--- src/rtl/gpo_1_driver.sv ---
// Avalon-MM general-purpose output register with atomic set/clear and
// self-clearing pulse bits driven onto a registered 32-bit gpo bus.
module gpo_1_driver #(
    parameter logic [31:0] RESET_VALUE  = 32'h0,
    parameter logic [31:0] IMPL_MASK    = 32'hFFFF_FFFF,
    parameter int unsigned PULSE_CYCLES = 16
) (
    input  logic        clk,
    input  logic        srst,
    input  logic [1:0]  avmm_address,
    input  logic        avmm_write,
    input  logic [31:0] avmm_writedata,
    input  logic        avmm_read,
    output logic [31:0] avmm_readdata,
    output logic [31:0] gpo,
    output logic        pulse_active
);

    localparam int unsigned CNT_W = $clog2(PULSE_CYCLES + 1);
    localparam logic [CNT_W-1:0] CNT_LOAD = CNT_W'(PULSE_CYCLES);
    localparam logic [CNT_W-1:0] CNT_ONE  = CNT_W'(1);

    typedef enum logic [1:0] {
        ADDR_WRITE = 2'd0,
        ADDR_SET   = 2'd1,
        ADDR_CLEAR = 2'd2,
        ADDR_PULSE = 2'd3
    } reg_addr_e;

    typedef enum logic {
        PULSE_IDLE   = 1'b0,
        PULSE_ACTIVE = 1'b1
    } pulse_state_e;

    logic [31:0]      gpo_q, gpo_nxt;
    logic [31:0]      pulse_mask, mask_nxt;
    logic [CNT_W-1:0] pulse_cnt, cnt_nxt;
    logic [31:0]      readdata_q, rd_data;
    logic             pulse_active_q;
    logic [31:0]      wr_bits;
    logic             pulse_wr;
    logic             expire;
    reg_addr_e        addr;
    pulse_state_e     pulse_state;

    assign addr        = reg_addr_e'(avmm_address);
    assign wr_bits     = avmm_writedata & IMPL_MASK;
    assign pulse_wr    = avmm_write && (addr == ADDR_PULSE);
    assign pulse_state = (pulse_cnt != '0) ? PULSE_ACTIVE : PULSE_IDLE;
    // A PULSE write landing on the last count reloads instead of expiring.
    assign expire      = (pulse_cnt == CNT_ONE) && !pulse_wr;

    always_comb begin
        // NOTE: every combinational output gets a default first so no path
        // through the case statements can leave it unassigned (no latch).
        gpo_nxt  = gpo_q;
        mask_nxt = pulse_mask;
        cnt_nxt  = pulse_cnt;

        if (pulse_state == PULSE_ACTIVE) begin
            cnt_nxt = pulse_cnt - CNT_ONE;
        end
        if (expire) begin
            gpo_nxt  = gpo_q & ~pulse_mask;
            mask_nxt = '0;
        end

        // The write is layered on top of any expiry so it wins for its bits.
        if (avmm_write) begin
            unique case (addr)
                ADDR_WRITE: begin
                    gpo_nxt  = wr_bits;
                    mask_nxt = '0;
                    cnt_nxt  = '0;
                end
                ADDR_SET: begin
                    gpo_nxt = gpo_nxt | wr_bits;
                end
                ADDR_CLEAR: begin
                    gpo_nxt  = gpo_nxt & ~wr_bits;
                    mask_nxt = mask_nxt & ~wr_bits;
                end
                ADDR_PULSE: begin
                    gpo_nxt  = gpo_nxt | wr_bits;
                    mask_nxt = mask_nxt | wr_bits;
                    cnt_nxt  = CNT_LOAD;
                end
            endcase
        end
    end

    always_comb begin
        rd_data = '0;
        unique case (addr)
            ADDR_WRITE: rd_data = gpo_q;
            ADDR_SET:   rd_data = pulse_mask;
            ADDR_CLEAR: rd_data = 32'(pulse_cnt);
            ADDR_PULSE: rd_data = '0;
        endcase
    end

    // NOTE: state registers use non-blocking assignments so every register
    // samples the pre-edge values regardless of statement order.
    always_ff @(posedge clk) begin
        if (srst) begin
            gpo_q          <= RESET_VALUE & IMPL_MASK;
            pulse_mask     <= '0;
            pulse_cnt      <= '0;
            readdata_q     <= '0;
            pulse_active_q <= 1'b0;
        end else begin
            gpo_q          <= gpo_nxt;
            pulse_mask     <= mask_nxt;
            pulse_cnt      <= cnt_nxt;
            pulse_active_q <= (mask_nxt != '0);
            if (avmm_read) begin
                readdata_q <= rd_data;
            end
        end
    end

    assign gpo           = gpo_q;
    assign pulse_active  = pulse_active_q;
    assign avmm_readdata = readdata_q;

endmodule

--- config.mk ---
export PLATFORM = sky130hd
export DESIGN_NAME = gpo_1_driver
export DESIGN_NICKNAME = d
export VERILOG_FILES = /design/src/rtl/gpo_1_driver.sv
export SDC_FILE = /design/constraint.sdc
export NUM_CORES = 1
export LEC_CHECK = 0
export ABC_AREA = 1
export CORE_UTILIZATION = 42
export DETAILED_ROUTE_END_ITERATION = 12
export PLACE_DENSITY = 0.67
export RECOVER_POWER = 100
export SLEW_MARGIN = 20
export SYNTH_ARGS = -nofsm -noshare
export SYNTH_HDL_FRONTEND = slang
export SYNTH_SLANG_ARGS = --single-unit
export TNS_END_PERCENT = 20
--- constraint.sdc ---
create_clock -name clk -period 2 [get_ports clk]
set_input_delay 0.4 -clock clk [delete_from_list [all_inputs] [get_ports clk]]
set_output_delay 0.4 -clock clk [all_outputs]
set_load 0.1 [all_outputs]
* Word level (Yosys, flattened, before mapping) *
Cells that the tools add are included.

storage, ports and cells
  bits in registers = 102
  bits of input ports = 38
  output and inout bits = 65
  word-level logic and storage cells = 35

cells by class
  add/subtract/negate cells = 1
  equal/unequal tests = 4
  muxes and demuxes = 11
  bitwise logic cells = 7
  reductions and logical operators = 7

operators with widths
  operator             count
  $pmux 32 s3          2
  $mux 32              4
  $pmux 32 s4          1
  $and 32x32->32       3
  $not 32->32          2
  $or 32x32->32        2
  $reduce_bool 32->1   1
  $mux 5               2
  $pmux 5 s2           1
  $eq 5x1->1 const B   1
  $reduce_bool 5->1    1
  $sub 5x1->5 const B  1
  $eq 2x2->1 const B   2
  $eq 2x1->1 const B   1
  $logic_and 1x1->1    2
  $logic_not 2->1      1
  $reduce_or 2->1      1
  $logic_not 1->1      1
  $mux 1               1

* Logic depth before layout (Yosys ltp) *
Gate-level depths: netlist (run 1).

  word-level depth = 9
  depth in mapped cells = 14
  depth with buffers taken out = 13

* Worst setup path after synthesis (run 1) *
Ideal clock, no wire load.

  path type = input -> register
  from = input avmm_address[0]
  to = register gpo_q[24], in the netlist gpo[24]
  library setup time = 0.147 ns
  arrival time = 1.593 ns
  data required time = 1.853 ns
  slack = 0.260 ns
  cell stages on the path = 8
  path buffers = 2
  cells stage by stage = inv_1 > ha_1 > buf_2 > nor3_1 > clkbuf_1 > o21ai_0 > o21ai_1 > a221oi_2

between the ends
  longest elaborated chain between the ends = 8
  elaborated cells on any way between the ends = 13
  those cells by class = eq/ne: 3; mux: 3; bitwise: 2; reduce/logical: 5

RTL lines
  element                                                 line        RTL
  start, declared                                         10          input logic [1:0] avmm_address,
  $eq 2x2->1                                              48, 70
  $logic_and 1x1->1                                       48          assign pulse_wr = avmm_write && (addr == ADDR_PULSE);
  $logic_not 1->1                                         51          assign expire = (pulse_cnt == CNT_ONE) && !pulse_wr;
  $logic_and 1x1->1                                       51
  $mux 32                                                 63          if (expire) begin
  $or 32x32->32 / $and 32x32->32 (equally long branches)  77, 84, 80
  $pmux 32 s3                                             70          unique case (addr)
  $mux 32 (*)                                             69          if (avmm_write) begin
  end signal, assigned                                    106         gpo_q <= RESET_VALUE & IMPL_MASK;
  end signal, assigned                                    112         gpo_q <= gpo_nxt;
  end, declared                                           35          logic [31:0] gpo_q, gpo_nxt;

Every way passes the cells marked *; elsewhere a longest branch is shown, timed or not.
A chain may end at the register's enable or synchronous reset.

* Worst setup path after layout (run 1) *
  from = input avmm_address[0]
  to = register readdata_q[29], in the netlist avmm_readdata[29]

between the ends
  longest elaborated chain between the ends = 2
  elaborated cells on any way between the ends = 5
  those cells by class = eq/ne: 3; mux: 1; reduce/logical: 1

RTL lines
  element                             line  RTL
  $eq 2x2->1 (tied with other cells)  94    unique case (addr)
  $pmux 32 s4 (*)                     94
  end signal, assigned                117   readdata_q <= rd_data;
  end, declared                       38    logic [31:0] readdata_q, rd_data;

Marks and branches as above.

==> flow_metrics.tcl, run 1 <==
set metrics [dict create \
    area_growth_pct 29.7 \
    end_kind "flip-flop" \
    num_antenna_cells 0 \
    finalSetupTns_ps 0 \
    final.period_utilization_pct 92.8 \
    synth_cells 755 \
    root_buffer "clkbuf_16" \
    outcome "completed" \
    skew_ps 7.01 \
    fillers 1191 \
    relSlewSlack_pct 63.4 \
    utilization_pct 55.7 \
    cts_setup_buffers 0 \
    cp.depth 10 \
    hold_path.class "reg -> reg" \
    die-width_um 113 \
    fp.dieH_um 113 \
    ir_worst_vdd_v 0.000430 \
    p_per_area_nw_per_um2 935 \
    grt_pass1_wl_mm 24.2 \
    htree_levels 3 \
    drt_iter0_markers 394 \
    critPathMostFrequentCell "clkbuf_1" \
    cts_buffers 9 \
    grt_max_degree 67 \
    viasPerCell 5.38 \
    synth_area_um2 5160 \
    grt-ovfl-total 0 \
    finalHoldViolations 0 \
    finalSetupViolations 0 \
    multiInputGateArea_um2 2710 \
    r2r-start "pulse_cnt[1]$_SDFF_PP0_" \
    fmax_mhz 539 \
    fin_crit_ps 1860 \
    crit_arrival_ps 2130 \
    clockBufferDepth 2 \
    slowest_delay_ps 330 \
    cp.required_ps 2280 \
    power.leakage_nw 2.85 \
    vias 5499 \
    dpl_cell_area_um2 6520 \
    dr.pass1.iters 7 \
    crit_chain "dlygate4sd2_1 > inv_1 > clkbuf_4 > ha_1 > clkbuf_1 > nor2_1 > clkbuf_1 > buf_12 > nand2_1 > a31oi_1" \
    tightest_slew_ps 551 \
    ys_seq_area_share_pct 39.6 \
    cts_tree "yes" \
    regToRegSetupSlack_ps 170 \
    cts_hold_buf 0 \
    path_class "in -> reg" \
    num_io_pins 103 \
    timing.rr.end "pulse_active$_SDFF_PP0_" \
    drv_slew 0 \
    grt_usage_pct 23.6 \
    cp_top_family "buffers and inverters" \
    critPathLaunch "avmm_address[0]" \
    ys_warn_count 0 \
    clk_latency_ps 350 \
    drt-total-wl_mm 14.9 \
    reg2regPathDepth 14 \
    die-area_um2 12700 \
    wire_per_inst_um 14.6 \
    drc 0 \
    p_total_w 0.00625 \
    syn_nets 800 \
    rows 40 \
    path_buf_inv 6 \
    io_buffers 102 \
    layout.nets 916 \
    syn_area_per_cell_um2 6.83 \
    first_global_vias 5095 \
    path_clk_slew_ps 70 \
    place.gp.congestion 0.845 \
    seq_area_um2 2040 \
    dp_hpwl_mm 10.4 \
    synth-seq-cells 102 \
    synth.distinct_cells 28 \
    rsz0062_at_grt "false" \
    start_kind "primary input" \
    stdcell_area_um2 6690 \
    crit_path_end "avmm_readdata[29]$_SDFFE_PP0P_" \
    coreArea_um2 12000 \
    initial_utilization_pct 43.0 \
    layout-drive-gt1-share_pct 18.2 \
    cp_max_fo 7 \
    cts.sinks 102 \
    max_cap_violations 0 \
    slowest_stage "clkbuf_1" \
    hold_ws_ps 482 \
    ant_nets 0 \
    antenna_found_initial 0 \
]
## cell families (layout without fill, tap and decap cells)
family	after synthesis	count (layout)	synth area share, %
buffers and inverters	105	226	8.41
xor gates and xnor gates	3	3	0.509
AOI/OAI and AO/OA	224	224	26.0
adders and majority gates	7	7	1.70
and+or+nand+nor	314	314	23.8
DFF	102	102	39.6
## synth_stat cells
cell | count | area (um2)
nand2_1 | 253 | 950
o21ai_0 | 139 | 696
dfxtp_1 | 102 | 2040
inv_1 | 47 | 176
nor2_1 | 47 | 176
clkbuf_1 | 37 | 139
a31oi_1 | 27 | 169
a221oi_1 | 24 | 210
o21ai_1 | 17 | 85.1
buf_2 | 14 | 70.1
a221oi_2 | 8 | 120
ha_1 | 7 | 87.6
nand4_1 | 5 | 31.3
o211ai_1 | 5 | 37.5
buf_6 | 3 | 33.8
nor2_2 | 3 | 18.8
a21oi_1 | 2 | 10.0
buf_1 | 2 | 7.51
inv_2 | 2 | 7.51
nor3_1 | 2 | 10.0
xnor2_1 | 2 | 17.5
a211oi_1 | 1 | 7.51
nand3_4 | 1 | 17.5
nor3_2 | 1 | 10.0
nor4_1 | 1 | 6.26
o32ai_1 | 1 | 8.76
or2_2 | 1 | 6.26
xor2_1 | 1 | 8.76
## routing by layer
metal | global-route usage (%) | vias to the layer above | share of wire [%]
met1 | 29.9 | 2506 | 45
met5 | 0 | - | 0
met3 | 4.39 | 27 | 5.8
met4 | 8.36 | 0 | 1.7
li1 | - | 2771 | -
met2 | 40.2 | 195 | 48
## worst reg2reg max path: cells and delay by family (launching register included)
family                   cells  cell delay (ps)
flip-flops                   1              340
buffers and inverters        3              330
AND/OR/NAND/NOR              9              800
adder cells (fa/ha/maj)      1              160
AO/OA/AOI/OAI                1               80
## how the worst min path moves through the flow
stage	from	endpoint	slack, ps	cells after the start
floorplan	pulse_mask[31]$_SDFF_PP0_	avmm_readdata[31]$_SDFFE_PP0P_	460	2
global placement	avmm_readdata[1]$_SDFFE_PP0P_	avmm_readdata[1]$_SDFFE_PP0P_	470	2
detailed placement	avmm_readdata[2]$_SDFFE_PP0P_	avmm_readdata[2]$_SDFFE_PP0P_	470	2
CTS	avmm_read	avmm_readdata[5]$_SDFFE_PP0P_	480	2
global route	avmm_read	avmm_readdata[9]$_SDFFE_PP0P_	500	2
finish	avmm_readdata[2]$_SDFFE_PP0P_	avmm_readdata[2]$_SDFFE_PP0P_	480	2
## cell type report
type	count	area share, %
multi-input cells	548	40.5
flip-flops and latches	102	30.5
repair buffers	161	18.7
clock buffers	11	3.63
inverters	49	2.75
well taps	147	2.75
clock inverters	5	1.22
## per-stage QoR
step	setup WS [ps]	cells
floorplan	260	755
global placement	-408	1005
detailed placement	-465	1005
CTS	150	1023
global route	2.79	1023
finish	144	1023
## registers in the layout (all words and copies together), names as in the netlist
name and flops:
pulse_mask 32, gpo 32, pulse_active 1, avmm_readdata 32
pulse_cnt 5
## layout by cell type (no fill, tap or decap), drive strengths merged
cell type / synthesis / final
nand2: 253 / 253
xor2: 1 / 1
buf: 19 / 45
nand3: 1 / 1
clkbuf: 37 / 94
o211ai: 5 / 5
nor3: 3 / 3
xnor2: 2 / 2
clkinvlp: 0 / 1
dfxtp: 102 / 102
inv: 49 / 50
nand4: 5 / 5
a21oi: 2 / 2
a221oi: 32 / 32
or2: 1 / 1
nor2: 50 / 50
a31oi: 27 / 27
ha: 7 / 7
clkinv: 0 / 1
clkdlybuf4s50: 0 / 32
o32ai: 1 / 1
o21ai: 156 / 156
dlygate4sd2: 0 / 1
nor4: 1 / 1
a211oi: 1 / 1
bufinv: 0 / 2
## power breakdown
group / internal (W) / switching (W)
Sequential: 0.00219 / 0.000137
Combinational: 0.000614 / 0.00137
Clock: 0.00114 / 0.000805
## timing repair
action,CTS,global route
setup endpoints to repair,1,1
gates resized for setup,10,2
cloned,2,0
pin swaps,2,1
Note: power is estimated with default switching activity, not from simulation.
==> run 2, diff against run 1 <==
- REMOVE_ABC_BUFFERS: not set -> 1
==> run 2 against run 1 <==
Against the previous run:
- critical path depth is 5 higher
- utilization is 3.4 points higher
- flip-flop and latch count stayed put
==> flow_metrics.tcl, run 2 (synthesized netlist as in run 1, its figures left out) <==
set metrics [dict create \
    outcome "completed" \
    fin_crit_ps 1920 \
    tightest_slew_ps 561 \
    io_buffers 102 \
    path_class "reg -> reg" \
    antenna_found_initial 0 \
    drt-total-wl_mm 16.5 \
    most-common-layout-cells "nand2_1, o21ai_0, dfxtp_1" \
    fmax_mhz 521 \
    rows 40 \
    ant_nets 0 \
    grt_max_degree 67 \
    mostFrequentLayoutCell "nand2_1" \
    dp_hpwl_mm 10.2 \
    layout-drive-gt1-share_pct 24.5 \
    clk_latency_ps 350 \
    finalHoldViolations 0 \
    root_buffer "clkbuf_16" \
    num_io_pins 103 \
    relSlewSlack_pct 62.8 \
    cts_buffers 9 \
    cp_max_fo 5 \
    cts.sinks 102 \
    hold_ws_ps 469 \
    grt_usage_pct 25.1 \
    hold_path.class "in -> reg" \
    slowest_delay_ps 370 \
    drv_slew 0 \
    wire_per_inst_um 15.9 \
    viasPerCell 5.49 \
    final.period_utilization_pct 96.0 \
    initial_utilization_pct 43.0 \
    power.leakage_nw 3.00 \
    crit_chain "inv_4 > ha_4 > inv_2 > nor2_4 > nand3_4 > clkbuf_16 > buf_4 > nand2_1 > nand2_1 > nand2_2 > nand2_1 > nor2_1 > nand2_1 > nor2_1 > a21oi_1" \
    grt-ovfl-total 0 \
    p_per_area_nw_per_um2 939 \
    cp.required_ps 2220 \
    die-width_um 113 \
    slowest_stage "dfxtp_4" \
    grt_pass1_wl_mm 25.5 \
    path_clk_slew_ps 70 \
    skew_ps 6.35 \
    min_delay_path_depth 2 \
    first_global_vias 5173 \
    clockBufferDepth 2 \
    end_kind "flip-flop" \
    layout.nets 930 \
    drt_iter0_markers 378 \
    cts_tree "yes" \
    dr.pass1.iters 5 \
    finalSetupViolations 0 \
    num_antenna_cells 0 \
    cp.depth 15 \
    cp_top_family "simple AND/OR/NAND/NOR gates" \
    critPathMostFrequentCell "nand2_1" \
    htree_levels 3 \
    place.gp.congestion 0.814 \
    start_kind "flip-flop" \
    area_growth_pct 37.6 \
    vias 5692 \
    path_buf_inv 4 \
    fp.dieH_um 113 \
    drc 0 \
    die-area_um2 12700 \
    reg2regPathDepth 15 \
    ir_worst_vdd_v 0.000399 \
    utilization_pct 59.1 \
    max_cap_violations 0 \
    coreArea_um2 12000 \
    crit_arrival_ps 2140 \
]
-- run 2: final cells by class --
type / instances / area (um2)
timing repair buffer: 175 / 1510
fill: 1134 / 4910
inverter: 49 / 186
clock buffer: 11 / 243
clock inverter: 5 / 81.3
multi-input combinational: 548 / 2850
tap: 147 / 184
sequential: 102 / 2050
-- run 2: repair_timing --
action                                  in CTS  in global routing
setup buffers                                2                 16
gates cloned                                 3                  3
endpoints found under the setup margin       2                 35
resized for setup                           10                 62
hold endpoints to repair                     0                  0
pin swaps                                    2                 21
hold buffers                                 0                  0
-- run 2: metal layers --
metal / track usage [%] / vias up / wire [um]
li1: - / 2806 / -
met1: 33.0 / 2621 / 7290
met2: 41.9 / 244 / 7770
met3: 3.48 / 21 / 1190
met4: 9.07 / 0 / 263
met5: 0 / - / 0
-- run 2: path summary, 6_finish.rpt --
| path | from | endpoint | slack (ps) |
|---|---|---|---|
| worst max-delay path | pulse_cnt[1]$_SDFF_PP0_ | pulse_active$_SDFF_PP0_ | 80 |
| worst min register to register | gpo[30]$_SDFF_PP0_ | avmm_readdata[30]$_SDFFE_PP0P_ | 490 |
| worst min-delay path | avmm_write | gpo[1]$_SDFF_PP0_ | 470 |
| worst max register to register | pulse_cnt[1]$_SDFF_PP0_ | pulse_active$_SDFF_PP0_ | 80 |
-- run 2: report_power, final --
group	internal [W]	total [W]	leakage, nW	switching [W]
sequential	0.00220	0.00236	0.840	0.000156
combinational	0.000867	0.00238	2.00	0.00151
clock	0.00113	0.00193	0.156	0.000794
-- run 2: metrics by stage --
step / setup TNS (ps) / std cells / instance area [um2] / worst slack (ps) / power (W)
finish: 0 / 1037 / 7100 / 80.4 / 0.00666
global route: -26.2 / 1037 / 7100 / -26.2 / 0.00696
CTS: -24.9 / 1018 / 6890 / -24.9 / 0.00637
detailed placement: -20210 / 997 / 6470 / -481 / 0.00442
global placement: -18260 / 997 / 6470 / -424 / 0.00438
floorplan: -36330 / 699 / 4910 / -781 / 0.00364
==> run 3, diff against run 2 <==
- CORE_MARGIN: not set -> 10
- TNS_END_PERCENT: 20 -> not set
==> run 3 against run 2 <==
Against the previous run:
- clock power increased by 8%
- flip-flop and latch count unchanged
- clock-buffer cell count unchanged
- critical path depth decreased by 3
- fmax increased by 2.6%
- non-clock buffer count decreased by 17
- setup slack improved by 49 ps
- routed wire length decreased by 1.4%
- worst hold slack got worse by 46 ps
- sequential share of layout area increased by 1.5 points
- combinational power decreased by 14%
- largest cell class unchanged
==> flow_metrics.tcl, run 3 (synthesized netlist as in run 1, its figures left out) <==
set metrics [dict create \
    outcome "completed" \
    hold_ws_ps 423 \
    regToRegSetupSlack_ps 170 \
    coreArea_um2 12000 \
    grt-ovfl-total 0 \
    io_buffers 102 \
    drt-total-wl_mm 16.3 \
    cp.required_ps 2200 \
    switching_share_pct 36.0 \
    cts_tree "yes" \
    setup_ws_ps 130 \
    rows 40 \
    reg2regPathDepth 14 \
    finalHoldViolations 0 \
    power.leakage_nw 2.88 \
    stdcell_area_um2 6750 \
    antenna_found_initial 0 \
    layout-drive-gt1-share_pct 18.2 \
    wire_per_inst_um 16.0 \
    grt_max_degree 67 \
    cts_hold_buf 0 \
    r2r-start "pulse_cnt[1]$_SDFF_PP0_" \
    final.period_utilization_pct 93.5 \
    mostFrequentLayoutCell "nand2_1" \
    p_seq_share_pct 36.2 \
    cts_buffers 9 \
    place.gp.congestion 0.825 \
    path_clk_slew_ps 70 \
    dpl_cell_area_um2 6450 \
    first_global_vias 5219 \
    p_int_w 0.00414 \
    num_antenna_cells 0 \
    power_frac_comb_pct 31.5 \
    critPathLaunch "avmm_address[0]" \
    die-width_um 131 \
    tightest_slew_ps 774 \
    fin_crit_ps 1870 \
    clockBufferDepth 2 \
    crit_arrival_ps 2070 \
    drt_iter0_markers 552 \
    grt_pass1_wl_mm 26.3 \
    vias 5519 \
    die-area_um2 17100 \
    timing.rr.end "pulse_active$_SDFF_PP0_" \
    end_kind "flip-flop" \
    finalSetupViolations 0 \
    skew_ps 8.45 \
    max_cap_violations 0 \
    clkPwrFrac_pct 32.3 \
    layout.nets 913 \
    ir_worst_vdd_v 0.000481 \
    grt_usage_pct 19.1 \
    dr.pass1.iters 5 \
    clk_latency_ps 350 \
    start_kind "primary input" \
    relSlewSlack_pct 48.4 \
    cp_max_fo 23 \
    p_sw_w 0.00233 \
    fmax_mhz 535 \
    drv_slew 0 \
    place_ws_ps -485 \
    hold_path.class "in -> reg" \
    initial_utilization_pct 43.0 \
    area_growth_pct 30.8 \
    viasPerCell 5.41 \
    root_buffer "clkbuf_16" \
    path_class "in -> reg" \
    htree_levels 3 \
    cts.sinks 102 \
    crit_path_end "pulse_active$_SDFF_PP0_" \
    drc 0 \
    p_total_w 0.00647 \
    rsz0062_at_grt "false" \
    ant_nets 0 \
    p_per_area_nw_per_um2 958 \
    num_io_pins 103 \
    dp_hpwl_mm 11.0 \
    most-common-layout-cells "nand2_1, o21ai_0, dfxtp_1" \
    fp.dieH_um 131 \
]
==> run 3: worst min-delay path by stage <==
| stage | from | to | slack (ps) | depth (start not counted) |
|---|---|---|---|---|
| 2_1_floorplan | pulse_mask[10]$_SDFF_PP0_ | avmm_readdata[10]$_SDFFE_PP0P_ | 460 | 2 |
| 3_3_place_gp | avmm_readdata[4]$_SDFFE_PP0P_ | avmm_readdata[4]$_SDFFE_PP0P_ | 460 | 2 |
| 3_5_place_dp | avmm_readdata[4]$_SDFFE_PP0P_ | avmm_readdata[4]$_SDFFE_PP0P_ | 480 | 2 |
| 4_1_cts | avmm_write | gpo[1]$_SDFF_PP0_ | 420 | 2 |
| 5_1_grt | avmm_write | gpo[1]$_SDFF_PP0_ | 420 | 2 |
| 6_report | avmm_write | gpo[1]$_SDFF_PP0_ | 420 | 2 |
==> run 3: through the flow <==
step | setup TNS, ps | utilization, % | instances
floorplan | -36330 | - | 699
global placement | -15200 | 53.7 | 998
detailed placement | -19690 | 53.7 | 998
CTS | 0 | 57.5 | 1018
global route | 0 | 56.2 | 1020
finish | 0 | 56.2 | 1020
==> run 3: area by class of cell <==
cell class / count / area (um2)
fillers: 1160 / 5260
multi-input cells: 548 / 2700
flip-flops and latches: 102 / 2040
repair buffers: 158 / 1280
clock buffers: 11 / 253
inverters: 49 / 184
well taps: 147 / 184
clock inverters: 5 / 105
==> run 3: power groups by stage <==
stage                     logic, W  clock network, W  registers, W
after global routing       0.00222           0.00219       0.00236
final                      0.00204           0.00209       0.00234
after global placement     0.00198                 0       0.00238
after detailed placement   0.00202                 0       0.00238
after CTS                  0.00206           0.00211       0.00234
after floorplan           0.000719                 0       0.00292
==> run 3: routing by layer <==
metal	vias to the layer above	wire (um)	part of all wire (%)	global-route usage (%)
met2	156	7690	47	31.8
met3	17	1010	6.2	3.79
met4	0	236	1.4	6.47
li1	2768	-	-	-
met1	2578	7350	45	24.0
met5	-	0	0	0
==> run 3: repair_timing <==
item	in CTS	in global routing
hold endpoints to repair	0	0
cloned	3	1
setup endpoints to repair	1	4
buffers inserted	1	1
gates resized for setup	10	7
pin swaps	2	2
==> run 3: critical path, cell delays in order <==
cell             delay (ps)
clkdlybuf4s15_1         270
inv_1                    90
ha_1                    190
inv_1                   150
bufbuf_16               340
o21ai_0                 120
nand2_1                 110
nand2_1                  70
nor2_1                   90
nand2_1                  60
nor2_1                  110
a21oi_1                  70
